File: src/rtl/atomic_reader_pkg.sv
// Shared types and widths for the atomic counter read sequencer.
package atomic_reader_pkg;

  localparam int unsigned CNT_W  = 32;
  localparam int unsigned DATA_W = 64;

  typedef enum logic [2:0] {
    IDLE    = 3'd0,
    REQ_LO  = 3'd1,
    WAIT_LO = 3'd2,
    REQ_HI  = 3'd3,
    WAIT_HI = 3'd4,
    RESP    = 3'd5
  } state_e;

endpackage

File: src/rtl/ack_timeout_timer.sv
// Per-access ack watchdog: cleared before each wait, counts wait cycles without ack.
module ack_timeout_timer #(
  parameter int unsigned TIMEOUT_CYCLES = 16
) (
  input  logic clk,
  input  logic reset_n,
  input  logic clear,
  input  logic enable,
  output logic expired
);

  localparam int unsigned TW = $clog2(TIMEOUT_CYCLES + 1);
  localparam logic [TW-1:0] LAST = TW'(TIMEOUT_CYCLES - 1);

  logic [TW-1:0] cnt_q;
  logic [TW-1:0] cnt_inc;

  assign cnt_inc = cnt_q + TW'(1);

  // expired mirrors (cnt_q == LAST) so it is high during the final allowed wait cycle
  always_ff @(posedge clk or negedge reset_n) begin
    if (!reset_n) begin
      cnt_q   <= '0;
      expired <= 1'b0;
    end else if (clear) begin
      cnt_q   <= '0;
      expired <= 1'b0;
    end else if (enable && !expired) begin
      cnt_q   <= cnt_inc;
      expired <= (cnt_inc == LAST);
    end
  end

endmodule

File: src/rtl/atomic_count_reader.sv
// Turns one host read into an atomic low-word access plus a snapshot high-word access,
// returning a coherent 64-bit count (or a timeout error) on a valid/ready channel.
module atomic_count_reader
  import atomic_reader_pkg::*;
#(
  parameter int unsigned TIMEOUT_CYCLES = 16
) (
  input  logic              clk,
  input  logic              reset_n,
  input  logic              rd_valid_i,
  output logic              rd_ready_o,
  output logic              req_o,
  output logic              atomic_o,
  input  logic              ack_i,
  input  logic [CNT_W-1:0]  count_i,
  output logic              data_valid_o,
  input  logic              data_ready_i,
  output logic [DATA_W-1:0] data_o,
  output logic              err_o
);

  state_e             state_q, state_d;
  logic [CNT_W-1:0]   lo_q, lo_d;
  logic [DATA_W-1:0]  data_d;
  logic               err_d;
  logic               tmr_clear, tmr_enable, tmr_expired;

  ack_timeout_timer #(
    .TIMEOUT_CYCLES (TIMEOUT_CYCLES)
  ) u_timer (
    .clk     (clk),
    .reset_n (reset_n),
    .clear   (tmr_clear),
    .enable  (tmr_enable),
    .expired (tmr_expired)
  );

  // Next-state and capture logic; ack outside the WAIT states is deliberately ignored
  always_comb begin
    state_d    = state_q;
    lo_d       = lo_q;
    data_d     = data_o;
    err_d      = err_o;
    tmr_clear  = 1'b0;
    tmr_enable = 1'b0;
    case (state_q)
      IDLE: begin
        if (rd_valid_i) state_d = REQ_LO;
      end
      REQ_LO: begin
        tmr_clear = 1'b1;
        state_d   = WAIT_LO;
      end
      WAIT_LO: begin
        tmr_enable = !ack_i;
        if (ack_i) begin
          lo_d    = count_i;
          state_d = REQ_HI;
        end else if (tmr_expired) begin
          data_d  = '0;
          err_d   = 1'b1;
          state_d = RESP;
        end
      end
      REQ_HI: begin
        tmr_clear = 1'b1;
        state_d   = WAIT_HI;
      end
      WAIT_HI: begin
        tmr_enable = !ack_i;
        if (ack_i) begin
          data_d  = {count_i, lo_q};
          err_d   = 1'b0;
          state_d = RESP;
        end else if (tmr_expired) begin
          data_d  = '0;
          err_d   = 1'b1;
          state_d = RESP;
        end
      end
      RESP: begin
        if (data_ready_i) begin
          data_d  = '0;
          err_d   = 1'b0;
          state_d = IDLE;
        end
      end
      default: state_d = IDLE;
    endcase
  end

  // Outputs are decoded from the next state so they line up with the state register
  always_ff @(posedge clk or negedge reset_n) begin
    if (!reset_n) begin
      state_q      <= IDLE;
      lo_q         <= '0;
      data_o       <= '0;
      err_o        <= 1'b0;
      rd_ready_o   <= 1'b1;
      req_o        <= 1'b0;
      atomic_o     <= 1'b0;
      data_valid_o <= 1'b0;
    end else begin
      state_q      <= state_d;
      lo_q         <= lo_d;
      data_o       <= data_d;
      err_o        <= err_d;
      rd_ready_o   <= (state_d == IDLE);
      req_o        <= (state_d == REQ_LO) || (state_d == REQ_HI);
      atomic_o     <= (state_d == REQ_LO);
      data_valid_o <= (state_d == RESP);
    end
  end

endmodule

File: config.mk
export PLATFORM = sky130hd
export DESIGN_NAME = atomic_count_reader
export DESIGN_NICKNAME = d
export VERILOG_FILES = /design/src/rtl/atomic_reader_pkg.sv /design/src/rtl/ack_timeout_timer.sv /design/src/rtl/atomic_count_reader.sv
export SDC_FILE = /design/constraint.sdc
export NUM_CORES = 1
export LEC_CHECK = 0
export ABC_AREA = 1
export CAP_MARGIN = 20
export CORE_MARGIN = 8
export CORE_UTILIZATION = 35
export CTS_CLUSTER_DIAMETER = 60
export DETAILED_ROUTE_END_ITERATION = 16
export SYNTH_ARGS = -nofsm -noshare
export SYNTH_HDL_FRONTEND = slang
export SYNTH_SLANG_ARGS = --single-unit
File: constraint.sdc
create_clock -name clk -period 1.8 [get_ports clk]
set_input_delay 0.54 -clock clk [delete_from_list [all_inputs] [get_ports clk]]
set_output_delay 0.54 -clock clk [all_outputs]
set_load 0.01 [all_outputs]
==> metrics.md, run 1 <==
| Metric | Value |
|---|---|
| Critical-path cell list | `clkdlybuf4s50_1` |
| Synth top area share | `a little under half` |
| I/O pin total | `106` |
| Initial DRC count | `442` |
| Fin Setup TNS | `0 ns` |
| Arrival time worst endpoint | `1.21 ns` |
| Critical Path End Type | `output port` |
| WP buf/inv | `1` |
| Final Worst Setup Slack | `approximately 0.054 ns` |
| Pwr Density | `1510 nW/µm²` |
| Cell taking the most area after synthesis | `dfrtp_1` |
| Slowest-stage cell, CP | `clkdlybuf4s50_1` |
| Worst-case reg-to-reg path depth | `8` |
| Die ar. | `21500 µm²` |
| DP HPWL | `11.4 mm` |
| Vias in the first global route | `5319` |
| Final Instance Count excl. Fillers | `1163` |
| Antenna viol nets, final | `0` |
| Mapped Cells | `approximately 850` |
| Worst-path clk slew | `0.07 ns` |
| P_leak | `0.00392 µW` |
| Post-synth net total | `888` |
| Measured slew at the worst slew-check pin | `roughly 0.39 ns` |
| Post-synth ARST share | `100%` |
| CTS H-tree lvls | `3` |
| Avg Vias per Cell | `~4.8` |
| Max Freq | `about 0.57 GHz` |
| Routed wire length | `16.9 mm` |
| Pre-CTS setup slack | `0.0105 ns` |
| CTS tree | `done` |
| CP Depth | `1` |
| Initial antenna violation count | `0` |
| Worst reg2reg path startpoint | `state_q[2]` |
| Core area | `about 17000 µm²` |
| Most common cell in the netlist | `nand2_1` |
| Initial DRT Pass Iterations | `6` |
| Die height | `147 µm` |
| Worst path top cell family by delay | `buffers and inverters` |
| Top cells by area, synth | `dfrtp_1 46%, nand2_1 23%, o21ai_0 10%, nand3_1 4.9%, inv_1 2.7%` |
| Final setup vio count | `0` |
| CTS root buffer | `clkbuf_16` |
| Worst EP required | `roughly 1.3 ns` |
| Max-Cap Viols | `0` |
| Crit path largest cell delay | `0.53 ns` |
| Layout Nets | `977` |
| Pin count of the biggest net entering global routing | `66` |
| Hold WC Path Type | `input port to asynchronous set/reset pin` |
| Post-synthesis sequential area ratio | `46.1%` |
| Placed insts | `~1.1k` |
| Drt drc | `0` |
| Cts bufs inserted | `9` |
| Final period util | `a little over nine tenths` |
| Setup Crit Path Kind | `register to output port` |
| GPL Wtd Cong | `0.776` |
| Syn_area_per_cell | `7.04 µm²` |
| First-pass GRT wire length | `28.7 mm` |
| Layout Skew | `0.00595 ns` |
| Hold Fails Final Rpt | `0` |
| Post-synth EDFFs | `0` |
| Synthesis-to-layout area growth | `27.1%` |
| Number of clock sinks | `110` |
| Worst setup path start | `req_o` |
| RSZ-0062 raised after global routing | `false` |
| Skew-Pair Late Insertion Delay | `0.35 ns` |
| Rel. slew slack | `73.7%` |
| ANT cells | `0` |
| Yosys reg bits | `110` |
| Starting Density | `35.9%` |
| Worst-path maximum fanout | `1` |
| Buffers on Ports | `roughly 110` |
| Gr ovfl total | `0` |
| Synth cell count leaders | `372 x nand2_1, 124 x o21ai_0, 109 x dfrtp_1, 59 x nand3_1, 43 x inv_1` |
| Drt wl/cell | `14.6 µm` |
| Max clock buf depth | `2` |
| Ys Warns | `0` |
| Critical path launch point type | `register` |
| Max IR drop VDD | `626 µV` |
| Final Max Tran Viols | `0` |
| Main synth FF type | `dfrtp_1` |
| GRT Total Usage | `16.3%` |
| Synthesized cell area | `about 6000 µm²` |
| Layout cells sized above 1 | `6.26%` |
| Yosys cell types | `22` |
| Final min period | `1.75 ns` |
| Status | `finished clean` |
| Row Count | `47` |
| Die X | `approximately 150 µm` |
| DR vias | `approximately 5.6k` |
## kinds of logic after synthesis
kind of cell	Yosys count	synth area share (%)
AOI/OAI and AO/OA	161	13.5
adders and majority gates	2	0.419
buffers and inverters	106	8.44
DFF	110	46.1
and+or+nand+nor	470	31.6
## sequential cells by signal (all words and copies together) (netlist names)
| name | flops |
|---|---|
| atomic_o | 1 |
| data_o | 64 |
| data_valid_o | 1 |
| err_o | 1 |
| lo_q | 32 |
| rd_ready_o | 1 |
| req_o | 1 |
| state_q | 3 |
| u_timer.cnt_q | 5 |
| u_timer.expired | 1 |
## cells in the final DEF (no fill, tap or decap), types with 2 or more instances in the layout
cell type	instances
nand2_1	372
buf_4	14
nor2_1	30
clkbuf_16	9
nand2_2	2
dfrtp_1	109
nand4_1	3
inv_1	43
o21ai_1	11
ha_1	2
inv_2	7
nand3_1	59
a21oi_1	26
buf_12	16
clkdlybuf4s50_1	36
clkinvlp_4	4
dlygate4sd2_1	66
o21ai_0	124
## per-stage QoR
stage	utilization (%)	total power (µW)	cell area, µm²	hold WS [ns]
after detailed placement	44.3	10100	7370	0.449
after global routing	45.6	12600	7590	0.0749
final	45.6	11500	7590	0.0742
after global placement	44.3	10000	7370	0.450
after floorplan	-	7480	5970	0.244
after CTS	45.6	11700	7590	0.0664
## layout make-up
type                            instances  area [µm²]
Fill cell                            1685        9050
Sequential cell                       110        2750
Multi-Input combinational cell        633        2720
Timing Repair Buffer                  134        1380
Tap cell                              220         275
Clock buffer                           11         243
Inverter                               50         188
Clock inverter                          5        35.0
## report_power, final
| group | switching, µW | total (µW) | leakage (µW) | internal (µW) |
|---|---|---|---|---|
| clock network | 941 | 1920 | 0.000124 | 977 |
| registers | 817 | 4320 | 0.00146 | 3510 |
| logic | 3000 | 5240 | 0.00234 | 2240 |
| total | 4760 | 11500 | 0.00392 | 6720 |
## final timing paths
check | to | slack, ns
max in group asynchronous | rd_ready_o | 1.12
min in group clk | lo_q[1] | 0.48
max reg2reg | data_o[1] | 0.26
min | data_o[54] | 0.07
min reg2reg | lo_q[1] | 0.48
max | req_o | 0.05
## metal layers
layer / wire length, µm / GRT usage (%) / vias up
li1: - / - / 2877
met1: 8000 / 22.0 / 2543
met2: 7880 / 25.5 / 133
met3: 904 / 4.36 / 11
met4: 151 / 3.45 / 0
met5: 0 / 0 / -
## repair_timing
| item | in CTS | in global routing |
|---|---|---|
| endpoints found under the setup margin | 66 | 1 |
| buffers inserted | 3 | 0 |
| gates resized for setup | 66 | 1 |
| hold buffers | 0 | 0 |
Note: power is estimated with default switching activity, not from simulation.
==> run 2: changes to the inputs <==
- GPL_ROUTABILITY_DRIVEN: unset -> 0
==> results of run 2 <==
No change in the layout: final DEF, timing and power equal those of run 1.
==> run 3: changes to the inputs <==
- CAP_MARGIN: 20 -> unset
==> results of run 3 <==
No change in the layout: final DEF, timing and power equal those of run 1.
